`config.mk`:
```
export PLATFORM = sky130hd
export DESIGN_NAME = morse_symbol_sequencer
export DESIGN_NICKNAME = d
export VERILOG_FILES = /design/src/rtl/morse_pkg.sv /design/src/rtl/morse_symbol_sequencer_unit_timer.sv /design/src/rtl/morse_symbol_sequencer.sv
export SDC_FILE = /design/constraint.sdc
export NUM_CORES = 1
export LEC_CHECK = 0
export ABC_AREA = 1
export BUFFER_PORTS_ARGS = -buffer_cell sky130_fd_sc_hd__buf_2
export CAP_MARGIN = 20
export CORE_UTILIZATION = 56
export DETAILED_ROUTE_END_ITERATION = 10
export PLACE_DENSITY = 0.81
export SYNTH_ARGS = -nofsm -noshare
export SYNTH_HDL_FRONTEND = slang
export SYNTH_HIERARCHICAL = 1
export SYNTH_SLANG_ARGS = --single-unit
export TNS_END_PERCENT = 30
```
`constraint.sdc`:
```
create_clock -name refclk -period 2.75 [get_ports refclk]
set_clock_uncertainty 0.15 [all_clocks]
set_input_delay 0 -clock refclk [delete_from_list [all_inputs] [get_ports refclk]]
set_output_delay 0 -clock refclk [all_outputs]
set_load 0.03 [all_outputs]
```
`src/rtl/morse_pkg.sv`:
```
// Shared types and constants for the Morse symbol sequencer.
// State encoding, symbol encoding and fixed unit counts live here so the
// top level and the unit timer agree on them.
package morse_pkg;

  typedef enum logic [2:0] {
    IDLE     = 3'd0,
    SYNC     = 3'd1,
    MARK     = 3'd2,
    SPACE    = 3'd3,
    CHAR_GAP = 3'd4,
    END      = 3'd5
  } morse_state_e;

  localparam logic SYM_DOT  = 1'b0;
  localparam logic SYM_DASH = 1'b1;

  localparam int DOT_UNITS      = 1;
  localparam int CHAR_GAP_UNITS = 3;

  // Largest of three unit counts; sizes the shared unit counter.
  function automatic int max3(input int a, input int b, input int c);
    int m;
    m = a;
    if (b > m) begin
      m = b;
    end else begin
      m = m;
    end
    if (c > m) begin
      m = c;
    end else begin
      m = m;
    end
    return m;
  endfunction

endpackage

```
`src/rtl/morse_symbol_sequencer_unit_timer.sv`:
```
// Unit timer: loads a tick count, decrements once per tick_i and flags
// expire_o on the tick that consumes the last unit (count == 1).
// A load takes priority over a decrement, so the next interval can be
// loaded on the very tick that ends the current one.
module morse_unit_timer #(
  parameter int CNT_W = 2
) (
  input  logic             refclk,
  input  logic             rst_n,
  input  logic             tick_i,
  input  logic             load_i,
  input  logic [CNT_W-1:0] load_val_i,
  output logic             expire_o
);

  logic [CNT_W-1:0] count_q;
  logic [CNT_W-1:0] count_d;

  // Next count: load wins, otherwise count down on ticks and park at zero.
  always_comb begin
    count_d = count_q;
    if (load_i) begin
      count_d = load_val_i;
    end else if (tick_i && (count_q != {CNT_W{1'b0}})) begin
      count_d = count_q - {{(CNT_W-1){1'b0}}, 1'b1};
    end else begin
      count_d = count_q;
    end
  end

  // Count register, cleared by the asynchronous reset.
  always_ff @(posedge refclk or negedge rst_n) begin
    if (!rst_n) begin
      count_q <= {CNT_W{1'b0}};
    end else begin
      count_q <= count_d;
    end
  end

  assign expire_o = tick_i && (count_q == {{(CNT_W-1){1'b0}}, 1'b1});

endmodule

```
`src/rtl/morse_symbol_sequencer.sv`:
```
// Morse symbol sequencer: accepts one character (up to MAX_SYMBOLS dots or
// dashes, bit 0 first) via start/busy/done and keys led_o in whole ticks.
// Optional build macro MORSE_CHAR_GAP_EN appends a 3-unit dark gap after the
// last mark before done_o, so chained characters are spaced correctly.
module morse_symbol_sequencer
  import morse_pkg::*;
#(
  parameter int MAX_SYMBOLS = 4,
  parameter int DASH_UNITS  = 3,
  parameter int GAP_UNITS   = 1,
  parameter int LEN_W       = $clog2(MAX_SYMBOLS + 1)
) (
  input  logic                   refclk,
  input  logic                   rst_n,
  input  logic                   tick_i,
  input  logic                   start_i,
  input  logic [MAX_SYMBOLS-1:0] code_i,
  input  logic [LEN_W-1:0]       len_i,
  output logic                   busy_o,
  output logic                   done_o,
  output logic                   led_o
);

  localparam int CNT_W = $clog2(max3(DASH_UNITS, GAP_UNITS, CHAR_GAP_UNITS) + 1);

  morse_state_e           state_q, state_d;
  logic [MAX_SYMBOLS-1:0] code_q, code_d;
  logic [LEN_W-1:0]       len_q, len_d;
  logic [LEN_W-1:0]       idx_q, idx_d;
  logic                   led_q, led_d;
  logic                   busy_q, busy_d;
  logic                   done_q, done_d;

  logic                   load_s;
  logic [CNT_W-1:0]       load_val_s;
  logic                   expire_s;
  logic                   cur_sym_s;
  logic                   last_sym_s;
  logic [LEN_W-1:0]       len_clamped_s;
  logic [CNT_W-1:0]       sym_units_s;

  morse_unit_timer #(
    .CNT_W (CNT_W)
  ) u_timer (
    .refclk     (refclk),
    .rst_n      (rst_n),
    .tick_i     (tick_i),
    .load_i     (load_s),
    .load_val_i (load_val_s),
    .expire_o   (expire_s)
  );

  // Select the symbol at the current index and its on-time in units.
  always_comb begin
    cur_sym_s = SYM_DOT;
    for (int i = 0; i < MAX_SYMBOLS; i++) begin
      cur_sym_s = (idx_q == LEN_W'(i)) ? code_q[i] : cur_sym_s;
    end
    sym_units_s   = (cur_sym_s == SYM_DASH) ? CNT_W'(DASH_UNITS) : CNT_W'(DOT_UNITS);
    last_sym_s    = ((idx_q + LEN_W'(1)) == len_q);
    len_clamped_s = (len_i > LEN_W'(MAX_SYMBOLS)) ? LEN_W'(MAX_SYMBOLS) : len_i;
  end

  // Next-state logic: every led_o/busy_o/done_o change is decided on the
  // qualifying tick and becomes visible one refclk later via the registers.
  always_comb begin
    state_d    = state_q;
    code_d     = code_q;
    len_d      = len_q;
    idx_d      = idx_q;
    led_d      = led_q;
    busy_d     = busy_q;
    done_d     = 1'b0;
    load_s     = 1'b0;
    load_val_s = {CNT_W{1'b0}};
    case (state_q)
      IDLE: begin
        if (start_i) begin
          if (len_i == {LEN_W{1'b0}}) begin
            done_d  = 1'b1;
            state_d = END;
          end else begin
            code_d  = code_i;
            len_d   = len_clamped_s;
            idx_d   = {LEN_W{1'b0}};
            busy_d  = 1'b1;
            state_d = SYNC;
          end
        end else begin
          state_d = IDLE;
        end
      end
      SYNC: begin
        // The start cycle's tick is not consumed: first mark waits for a fresh tick.
        if (tick_i) begin
          led_d      = 1'b1;
          load_s     = 1'b1;
          load_val_s = sym_units_s;
          state_d    = MARK;
        end else begin
          state_d = SYNC;
        end
      end
      MARK: begin
        if (expire_s) begin
          led_d = 1'b0;
          if (last_sym_s) begin
`ifdef MORSE_CHAR_GAP_EN
            load_s     = 1'b1;
            load_val_s = CNT_W'(CHAR_GAP_UNITS);
            state_d    = CHAR_GAP;
`else
            done_d  = 1'b1;
            busy_d  = 1'b0;
            state_d = END;
`endif
          end else begin
            idx_d      = idx_q + LEN_W'(1);
            load_s     = 1'b1;
            load_val_s = CNT_W'(GAP_UNITS);
            state_d    = SPACE;
          end
        end else begin
          state_d = MARK;
        end
      end
      SPACE: begin
        // idx_q already points at the next symbol here.
        if (expire_s) begin
          led_d      = 1'b1;
          load_s     = 1'b1;
          load_val_s = sym_units_s;
          state_d    = MARK;
        end else begin
          state_d = SPACE;
        end
      end
      CHAR_GAP: begin
        if (expire_s) begin
          done_d  = 1'b1;
          busy_d  = 1'b0;
          state_d = END;
        end else begin
          state_d = CHAR_GAP;
        end
      end
      END: begin
        // done_o is high during this state; one cycle later a new start is taken.
        state_d = IDLE;
      end
      default: begin
        led_d   = 1'b0;
        busy_d  = 1'b0;
        state_d = IDLE;
      end
    endcase
  end

  // State and output registers; reset aborts any character without a done pulse.
  always_ff @(posedge refclk or negedge rst_n) begin
    if (!rst_n) begin
      state_q <= IDLE;
      code_q  <= {MAX_SYMBOLS{1'b0}};
      len_q   <= {LEN_W{1'b0}};
      idx_q   <= {LEN_W{1'b0}};
      led_q   <= 1'b0;
      busy_q  <= 1'b0;
      done_q  <= 1'b0;
    end else begin
      state_q <= state_d;
      code_q  <= code_d;
      len_q   <= len_d;
      idx_q   <= idx_d;
      led_q   <= led_d;
      busy_q  <= busy_d;
      done_q  <= done_d;
    end
  end

  assign busy_o = busy_q;
  assign done_o = done_q;
  assign led_o  = led_q;

endmodule

```
==> run metrics, run 1 <==
Power Density 332 nW/um2; CTS tree yes; via-per-instance ratio 5.19; #FFs+latches synth 18; critical path's largest stage delay about 0.57 ns; slew of the pin with the lowest slew margin 0.410 ns; failing checks hold timing; diodes inserted 0; Setup Crit Path Kind flip-flop to flip-flop; max-cap viol count 0; syn avg cell area about 7.6 um2; largest net degree at the start of global routing 19; H-tree Lvls 1; die height 47.1 um; gr ovfl total 0; Post-Synthesis Cells 150; number of port buffers 13; Fmax 0.456 GHz; Setup Total Neg Slack 0 ns; synth-to-layout area growth 21.0%; first-pass GRT wire length about 4100 um; routability cong. 0.876; post-CTS setup buffer count 0; nets@finish just under 200; total power around 460 uW; hold slack final -0.00172 ns; PostCTS Resize Cnt 0; ANT nets after route 0; Max-slew headroom 72.7%; clock root cell clkbuf_4; largest delay contributor family on the critical path buffers and inverters; Die Wd 47.1 um; Worst VDD drop 0.326 mV; Worst Setup End Kind flip-flop; post-synthesis sequential area ratio 39.6%; DRT Wirelength 2590 um; outcome finished, violations left; Rows 15; Crit path required time 2.79 ns; DR DRC count 0; routed wire length per instance 12.8 um; Crit Path Max Fanout 8; initial DRC count 33; Worst EP arrival approximately 2.2 ns; vias in the first global route 946; leak pwr 0.000723 uW; layout cells sized above 1 16.9%; DR pass1 iterations 4; Yosys top cell by area dfrtp_1; RSZ-0062 raised after global routing no; Slew Viols, Final 0; Syn. warnings 6; vias 1,053; Mapped Area 1140 um2; area share of the largest cell type after synthesis 39.6%; Netlist cell types 25; Crit-path slowest cell dlygate4sd3_1; crit-path cells inv_1 -> nand2_2 -> nor2_4 -> inv_2 -> nor2_8 -> inv_4 -> nand2_1 -> o21ai_1 -> dlygate4sd3_1; initial antenna violation count 0; post-layout min period 2.20 ns; post-synthesis net count 168; DP HPWL 1830 um; die area approximately 2200 um2; Ports 14; Setup Viol. Count Final 0; CTS Buf Count 3; clock sinks 18; starting density of the core a little over three fifths; Worst Path Buf+Inv 4; crit share post-route 79.8%; Final Hold Viols 4; CTS Hold Bufs 12; global-route usage over all layers between 20% and 30%; Max Root-Sink Buffers 2; clk slew on worst S/H paths ~0.1 ns; top post-synthesis cells by area dfrtp_1 40%, nand2_1 14%, inv_1 7.9%, ha_1 7.7%, nand3_1 6.6%; Core Footprint 1820 um2; type of the most critical hold path input port to asynchronous set/reset pin; Startpoint Class flip-flop; clock latency on the worst-skew pair 0.30 ns
report_power, final:
group | switching [uW] | total (uW) | internal [uW]
logic | 25.6 | 48.8 | 23.2
clock network | 82.3 | 133 | 51.1
registers | 3.59 | 275 | 272
total | 112 | 457 | 346
worst register-to-register path: stages (launching register included):
cell and delay, ns:
dfrtp_1 0.42, inv_1 0.25, nand2_2 0.14, nor2_4 0.11, inv_2 0.07, nor2_8 0.16
inv_4 0.08, nand2_1 0.07, o21ai_1 0.07, dlygate4sd3_1 0.57
sequential cells by signal, summed over array words and instances (netlist names):
name             count
idx_q                3
busy_o               1
u_timer/count_q      2
led_o                1
code_q               4
done_o               1
len_q                3
state_q              3
synth_stat cells:
master      n
nor2_4      2
o21bai_1    1
o21ai_2     1
nor2_8      1
xnor2_1     1
nor3_1      1
nand3b_1    1
nand3_1    15
nor2_2      1
nand2_1    43
o2111ai_1   1
nand3_4     1
nand4_1     3
nor3_2      1
o21ai_0     6
o22ai_1     1
inv_2       3
o21ai_1     1
nand2_2     3
ha_1        7
a21oi_1     5
inv_1      24
nor2_1      8
dfrtp_1    18
inv_4       1
logic make-up (layout without fill, tap and decap cells):
group                    Yosys count  after routing  synth area share (%)
adder cells (fa/ha/maj)            7              7                  7.69
flip-flops                        18             18                  39.6
AND/OR/NAND/NOR                   80             80                  34.5
XOR/XNOR                           1              1                 0.769
AO/OA/AOI/OAI                     16             16                  8.02
buffers and inverters             28             56                  9.45
layer usage:
| layer | wire length (um) | vias up | GRT usage (%) | part of all wire, % |
|---|---|---|---|---|
| met5 | 0 | - | 0 | 0 |
| met4 | 96 | 0 | 17.1 | 3.7 |
| met1 | 1130 | 471 | 35.0 | 44 |
| met2 | 1260 | 34 | 45.3 | 49 |
| met3 | 100 | 11 | 5.77 | 3.9 |
| li1 | - | 537 | - | - |
area by class of cell:
class                   instances  area, um2
clock buffers                   3       22.5
well taps                      25       31.3
repair buffers                 25        185
multi-input cells             104        581
inverters                      28        108
fillers                       144        443
flip-flops and latches         18        450
stage by stage:
stage,setup WS [ns],util [%],instances,area (um2)
6_report,0.555,75.7,203,1380
5_1_grt,0.348,75.7,203,1380
4_1_cts,0.595,75.7,203,1380
3_5_place_dp,0.618,67.8,188,1230
3_3_place_gp,0.765,67.8,188,1230
2_1_floorplan,0.841,-,150,1140
worst paths after layout:
path	cells past startpoint	startpoint	end	slack, ns
max in group asynchronous	2	rst_n	u_timer/count_q[1]$_DFFE_PN0P_	2.16
setup / recovery	9	state_q[2]$_DFF_PN0_	len_q[1]$_DFFE_PN0P_	0.55
hold / removal	2	rst_n	idx_q[2]$_DFFE_PN0P_	-0.002
setup reg to reg	9	state_q[2]$_DFF_PN0_	len_q[1]$_DFFE_PN0P_	0.55
hold reg to reg	2	code_q[0]$_DFFE_PN0P_	code_q[0]$_DFFE_PN0P_	0.34
min in group refclk	4	code_i[1]	code_q[1]$_DFFE_PN0P_	0.28
cell usage in the layout (no fill, tap or decap):
cell           Yosys  routed
o22ai_1            1       1
o21ai_1            1       1
nor2_8             1       1
o21ai_2            1       1
o21bai_1           1       1
nor3_2             1       1
a21oi_1            5       5
nand2_1           43      43
nand4_1            3       3
nor2_1             8       8
nand3b_1           1       1
o21ai_0            6       6
buf_2              0      13
xnor2_1            1       1
o2111ai_1          1       1
nand2_2            3       3
inv_2              3       3
dlygate4sd3_1      0      12
ha_1               7       7
nor3_1             1       1
nor2_4             2       2
dfrtp_1           18      18
inv_4              1       1
clkbuf_4           0       3
nor2_2             1       1
nand3_1           15      15
inv_1             24      24
nand3_4            1       1
Power figures use the tool's default switching activity.
==> inputs of run 2 (changes only) <==
--- a/config.mk
+++ b/config.mk
@@ -5,12 +5,12 @@
 export SDC_FILE = /design/constraint.sdc
 export NUM_CORES = 1
 export LEC_CHECK = 0
-export ABC_AREA = 1
+export ABC_AREA = 0
 export BUFFER_PORTS_ARGS = -buffer_cell sky130_fd_sc_hd__buf_2
 export CAP_MARGIN = 20
-export CORE_UTILIZATION = 56
+export CORE_UTILIZATION = 50
 export DETAILED_ROUTE_END_ITERATION = 10
-export PLACE_DENSITY = 0.81
+export PLACE_DENSITY = 0.77
 export SYNTH_ARGS = -nofsm -noshare
 export SYNTH_HDL_FRONTEND = slang
 export SYNTH_HIERARCHICAL = 1
==> constraint.sdc (replaced) <==
create_clock -name refclk -period 2 [get_ports refclk]
set_clock_uncertainty 0.15 [all_clocks]
set_input_delay 0 -clock refclk [delete_from_list [all_inputs] [get_ports refclk]]
set_output_delay 0 -clock refclk [all_outputs]
set_load 0.03 [all_outputs]
==> run metrics, run 2 <==
via-per-instance ratio 5.33 (was 5.19); most common cell after layout, fill and taps aside dfrtp_1 (was nand2_1); clock sinks 18 (unchanged); outcome finished, violations left (unchanged); Rows 16 (was 15); slew of the pin with the lowest slew margin 0.405 ns (was 0.410 ns); crit share post-route 106% (was 79.8%); Ports 14 (unchanged); die height 48.0 um (was 47.1 um); sequential fraction of design power 33.0% (was 60.2%); clock root cell clkbuf_4 (unchanged); Post-Synthesis Cells 103 (was 150); gr ovfl total 0 (unchanged); Worst Setup End Kind flip-flop (unchanged); layout cells sized above 1 35.3% (was 16.9%); Worst EP arrival 2.15 ns (was 2.23 ns); Post-synth EDFFs 0 (unchanged); ANT nets after route 0 (unchanged); die area 2300 um2 (was 2220 um2); post-synthesis net count 121 (was 168); Syn. warnings 6 (unchanged); Startpoint Class flip-flop (unchanged); type of the most critical hold path input port to asynchronous set/reset pin (unchanged); first-pass GRT wire length 3530 um (was 4150 um); Slew Viols, Final 0 (unchanged); Sw Pwr 757 uW (was 112 uW); failing checks setup timing (was hold timing); Max-slew headroom 73.0% (was 72.7%); Mapped Area 1060 um2 (was 1140 um2); most frequent cells in the layout 18 x dfrtp_1, 13 x buf_2, 10 x buf_4 (was 43 x nand2_1, 24 x inv_1, 18 x dfrtp_1); top-count cell post-synth dfrtp_1 (was nand2_1); clock latency on the worst-skew pair 0.28 ns (was 0.30 ns); max-cap viol count 0 (unchanged); clk slew on worst S/H paths 0.09 ns (was 0.10 ns); Setup Viol. Count Final 7 (was 0); area post-placement 1220 um2 (was 1230 um2); routability cong. 0.810 (was 0.876); Largest register FFs 4 (unchanged); #FFs+latches synth 18 (unchanged); synth-to-layout area growth 34.2% (was 21.0%); Crit path required time 2.02 ns (was 2.79 ns); global-route usage over all layers 22.5% (was 28.3%); initial antenna violation count 0 (unchanged); CTS Buf Count 3 (unchanged); Final Hold Viols 0 (was 4); Die Wd 48.0 um (was 47.1 um); post-layout min period 2.13 ns (was 2.20 ns); leak pwr 0.000664 uW (was 0.000723 uW); DP HPWL 1510 um (was 1830 um); Crit Path Max Fanout 3 (was 8); hold slack final 0.0161 ns (was -0.00172 ns); DR DRC count 0 (unchanged); vias 868 (was 1,053); largest net degree at the start of global routing 19 (unchanged); CTS tree yes (unchanged); final setup margin -0.127 ns (was 0.555 ns); vias in the first global route 843 (was 946); initial DRC count 17 (was 33); Gate power share 58.0% (was 10.7%); top post-synthesis cells by area dfrtp_1 43%, ha_1 8.3%, mux2_4 4.3%, nand2_1 3.2%, mux2i_1 2.8% (was dfrtp_1 40%, nand2_1 14%, inv_1 7.9%, ha_1 7.7%, nand3_1 6.6%); Netlist cell types 34 (was 25); Core Footprint 1980 um2 (was 1820 um2); Async SR Flop Fraction 100% (unchanged); Yosys top cell by area dfrtp_1 (unchanged); Fmax 0.470 GHz (was 0.456 GHz); syn avg cell area 10.3 um2 (was 7.59 um2); post-synthesis sequential area ratio 42.7% (was 39.6%); Post-synth top flop dfrtp_1 (unchanged); top cells by count, synth 18 x dfrtp_1, 9 x nand2_1, 8 x inv_1 (was 43 x nand2_1, 24 x inv_1, 18 x dfrtp_1); nets@finish 156 (was 198); Sw Ratio 39.7% (was 24.4%); routed wire length per instance 13.9 um (was 12.8 um); Largest Register code_q (unchanged); diodes inserted 0 (unchanged); starting density of the core 53.3% (was 62.5%); RSZ-0062 raised after global routing yes (was no); Worst VDD drop 0.829 mV (was 0.326 mV); Power Density 1340 nW/um2 (was 332 nW/um2); Max Root-Sink Buffers 2 (unchanged); Pint 1150 uW (was 346 uW); DRT Wirelength 2260 um (was 2590 um); Setup Crit Path Kind flip-flop to flip-flop (unchanged); area share of the largest cell type after synthesis 42.7% (was 39.6%); power share of the clock group 9.0% (was 29.2%); H-tree Lvls 1 (unchanged); number of port buffers 13 (unchanged); cell area after layout 1420 um2 (was 1380 um2); DR pass1 iterations 4 (unchanged)
==> run 2: critical path, cell delays in order (launching register included) <==
cell	delay [ns]
dfrtp_1	0.42
ha_2	0.21
ha_4	0.21
xor2_1	0.14
nand3_1	0.12
nand3_2	0.11
a21oi_4	0.17
and2b_4	0.21
a221o_1	0.28
==> run 2: worst paths after layout <==
kind / startpoint / end / slack, ns / depth (start not counted)
hold / removal: rst_n / code_q[0]$_DFFE_PN0P_ / 0.02 / 2
setup reg to reg: idx_q[1]$_DFFE_PN0P_ / u_timer/count_q[0]$_DFFE_PN0P_ / -0.13 / 8
max in group asynchronous: rst_n / len_q[2]$_DFFE_PN0P_ / 1.40 / 2
hold reg to reg: len_q[2]$_DFFE_PN0P_ / len_q[2]$_DFFE_PN0P_ / 0.38 / 1
min in group refclk: start_i / len_q[2]$_DFFE_PN0P_ / 0.16 / 4
setup / recovery: idx_q[1]$_DFFE_PN0P_ / u_timer/count_q[0]$_DFFE_PN0P_ / -0.13 / 8
==> run 2: logic make-up after synthesis <==
family,Yosys count,share of synthesized area (%)
and+or+nand+nor,33,17.8
AOI/OAI and AO/OA,22,14.6
DFF,18,42.7
buffers and inverters,12,4.98
muxes,8,9.24
adders and majority gates,7,8.29
xor gates and xnor gates,3,2.49
==> run 2: timing repair <==
action	in CTS	in global routing
pin swaps	4	7
gates resized for setup	5	5
hold buffers	9	0
endpoints found under the setup margin	2	8
buffers inserted	3	0
hold endpoints to repair	28	0
==> run 2: cell type report <==
cell class	count	area (um2)
well taps	27	33.8
flip-flops and latches	18	450
inverters	8	30.0
multi-input cells	73	628
clock buffers	3	22.5
fillers	144	564
repair buffers	34	253
==> run 2: routing by layer <==
layer	global-route usage, %	vias to the layer above	wire [um]
met4	8.33	0	14
met2	39.5	16	1180
met3	3.40	2	48
li1	-	432	-
met5	0	-	0
met1	27.7	418	1030
==> run 2: power groups by stage <==
stage	Sequential, uW	Clock (uW)	Combinational, uW
after floorplan	637	0	607
after global placement	625	0	852
after detailed placement	635	0	887
after CTS	624	177	1010
after global routing	649	195	1210
final	629	171	1100
==> run 2: per-stage QoR <==
step	std cells	TNS, ns	util, %	total power [uW]	setup slack [ns]
2_1_floorplan	103	-0.303	-	1240	-0.208
3_3_place_gp	148	-0.105	61.5	1480	-0.0573
3_5_place_dp	148	-0.292	61.5	1520	-0.147
4_1_cts	163	-0.167	69.6	1810	-0.0920
5_1_grt	163	-1.59	71.5	2060	-0.255
6_report	163	-0.662	71.5	1900	-0.127
==> inputs of run 3 (changes only) <==
--- a/config.mk
+++ b/config.mk
@@ -10,7 +10,7 @@
 export CAP_MARGIN = 20
 export CORE_UTILIZATION = 50
 export DETAILED_ROUTE_END_ITERATION = 10
-export PLACE_DENSITY = 0.77
+export PLACE_DENSITY = 0.76
 export SYNTH_ARGS = -nofsm -noshare
 export SYNTH_HDL_FRONTEND = slang
 export SYNTH_HIERARCHICAL = 1
==> run metrics, run 3 (synthesis results as in run 2) <==
critical path's largest stage delay 0.42 ns (about the same); outcome finished, violations left (unchanged); Worst Setup End Kind flip-flop (unchanged); layout cells sized above 1 32.4% (was 35.3%); Slew Viols, Final 0 (unchanged); number of port buffers 13 (unchanged); failing checks hold timing, setup timing (was setup timing); filler cell count in the final layout 156 (was 144); Crit path required time 2.03 ns (was 2.02 ns); starting density of the core 53.3% (unchanged); largest delay contributor family on the critical path compound AO/OA/AOI/OAI gates (unchanged); die area 2300 um2 (unchanged); largest net degree at the start of global routing 19 (unchanged); initial antenna violation count 0 (unchanged); DR DRC count 0 (unchanged); Worst EP arrival 2.14 ns (was 2.15 ns); Setup Total Neg Slack -0.185 ns (was -0.662 ns); RSZ-0062 raised after global routing yes (unchanged); ANT nets after route 0 (unchanged); Fmax 0.474 GHz (was 0.470 GHz); Gate power share 53.5% (was 58.0%); register area 450 um2 (unchanged); cell area after layout 1390 um2 (was 1420 um2); most frequent cells in the layout 18 x dfrtp_1, 13 x buf_2, 10 x buf_4 (unchanged); Largest Register code_q (unchanged); initial DRC count 8 (was 17); crit-path cells ha_2 -> ha_4 -> xor2_1 -> nand3_1 -> nand3_1 -> a21oi_2 -> and2b_4 -> a221o_1 (was ha_2 -> ha_4 -> xor2_1 -> nand3_1 -> nand3_2 -> a21oi_4 -> and2b_4 -> a221o_1); via-per-instance ratio 5.13 (was 5.33); Worst VDD drop 0.741 mV (was 0.829 mV); Setup Crit Path Kind flip-flop to flip-flop (unchanged); clock root cell clkbuf_4 (unchanged); Placement Setup Slack -0.113 ns (was -0.147 ns); Pint 1130 uW (was 1150 uW); Rows 16 (unchanged); vias 837 (was 868); H-tree Lvls 1 (unchanged); leak pwr 0.000659 uW (was 0.000664 uW); routed wire length per instance 12.4 um (was 13.9 um); Core Footprint 1980 um2 (unchanged); diodes inserted 0 (unchanged); vias in the first global route 816 (was 843); die height 48.0 um (unchanged); DR pass1 iterations 4 (unchanged); nets@finish 155 (was 156); post-layout min period 2.11 ns (was 2.13 ns); Max-slew headroom 73.3% (was 73.0%); clock sinks 18 (unchanged); Largest register FFs 4 (unchanged); synth-to-layout area growth 31.2% (was 34.2%); global-route usage over all layers 22.6% (was 22.5%); Register-to-Register Path Depth 8 (unchanged); multi-input logic area 593 um2 (was 628 um2); Die Wd 48.0 um (unchanged); most common cell after layout, fill and taps aside dfrtp_1 (unchanged); Crit-path slowest cell dfrtp_1 (unchanged); first-pass GRT wire length 3530 um (about the same); Final Hold Viols 1 (was 0); clock latency on the worst-skew pair 0.30 ns (was 0.28 ns); gr ovfl total 0 (unchanged); routability cong. 0.756 (was 0.810); slew of the pin with the lowest slew margin 0.401 ns (was 0.405 ns); Crit Path Max Fanout 3 (unchanged); crit share post-route 105% (was 106%); Max Root-Sink Buffers 2 (unchanged); CTS Buf Count 3 (unchanged); Setup Viol. Count Final 2 (was 7); number of stages on the worst setup path 8 (unchanged); hold slack final -0.000316 ns (was 0.0161 ns); Core Util, Final 69.9% (was 71.5%); CTS tree yes (unchanged); Sw Pwr 699 uW (was 757 uW); max-cap viol count 0 (unchanged); CP dominant cell by count nand3_1; clk slew on worst S/H paths 0.10 ns (was 0.09 ns); power share of the clock group 12.1% (was 9.0%); Worst Path Buf+Inv 0 (unchanged); type of the most critical hold path input port to asynchronous set/reset pin (unchanged); Power Density 1320 nW/um2 (was 1340 nW/um2); final setup margin -0.108 ns (was -0.127 ns); DP HPWL 1530 um (was 1510 um); DRT Wirelength 2030 um (was 2260 um); Sw Ratio 38.3% (was 39.7%); Ports 14 (unchanged); sequential fraction of design power 34.4% (was 33.0%); Startpoint Class flip-flop (unchanged); area post-placement 1230 um2 (was 1220 um2)
## run 3: cell count changes in the layout (fill, tap and decap cells not counted), sizes merged
cell    previous run  this run
buf               25        24
clkbuf             3         4
## run 3: final cells by class
| cell class | count | area share [%] |
|---|---|---|
| Multi-Input combinational cell | 73 | 42.8 |
| Sequential cell | 18 | 32.5 |
| Timing Repair Buffer | 33 | 17.4 |
| Clock buffer | 4 | 2.62 |
| Tap cell | 27 | 2.44 |
| Inverter | 8 | 2.17 |
## run 3: timing repair
item / in CTS / in global routing
pin swaps: 4 / 4
buffers inserted: 1 / 0
resized for setup: 2 / 2
endpoints found under the setup margin: 2 / 8
hold endpoints to repair: 29 / 0
hold buffers: 9 / 0
## run 3: layer usage
layer / share of wire, % / global-route usage, % / vias up / wire, um
li1: - / - / 432 / -
met1: 48 / 31.0 / 390 / 983
met2: 48 / 33.8 / 10 / 967
met3: 2.2 / 4.91 / 5 / 44
met4: 1.6 / 10.6 / 0 / 33
met5: 0 / 0 / - / 0
## run 3: stage by stage
| stage | total power (uW) | cells |
|---|---|---|
| floorplan | 1240 | 103 |
| global placement | 1500 | 149 |
| detailed placement | 1540 | 149 |
| CTS | 1820 | 163 |
| global route | 2000 | 163 |
| finish | 1830 | 163 |
## run 3: worst paths after layout
check / start / end / slack (ns)
max in group asynchronous: rst_n / code_q[0]$_DFFE_PN0P_ / 1.40
max: idx_q[0]$_DFFE_PN0P_ / u_timer/count_q[0]$_DFFE_PN0P_ / -0.11
min: rst_n / len_q[1]$_DFFE_PN0P_ / -0.0003
min in group refclk: start_i / len_q[2]$_DFFE_PN0P_ / 0.14
max reg2reg: idx_q[0]$_DFFE_PN0P_ / u_timer/count_q[0]$_DFFE_PN0P_ / -0.11
min reg2reg: len_q[2]$_DFFE_PN0P_ / len_q[2]$_DFFE_PN0P_ / 0.38
## run 3: worst reg2reg max path: stages (launching register included)
cell and delay (ns):
dfrtp_1 0.42, ha_2 0.21, ha_4 0.21, xor2_1 0.13, nand3_1 0.09, nand3_1 0.10
a21oi_2 0.19, and2b_4 0.21, a221o_1 0.28
## run 3: power groups by stage
stage | clock network (uW) | logic, uW | registers [uW]
2_1_floorplan | 0 | 607 | 637
3_3_place_gp | 0 | 865 | 630
3_5_place_dp | 0 | 903 | 636
4_1_cts | 232 | 957 | 628
5_1_grt | 240 | 1110 | 653
6_report | 222 | 977 | 628
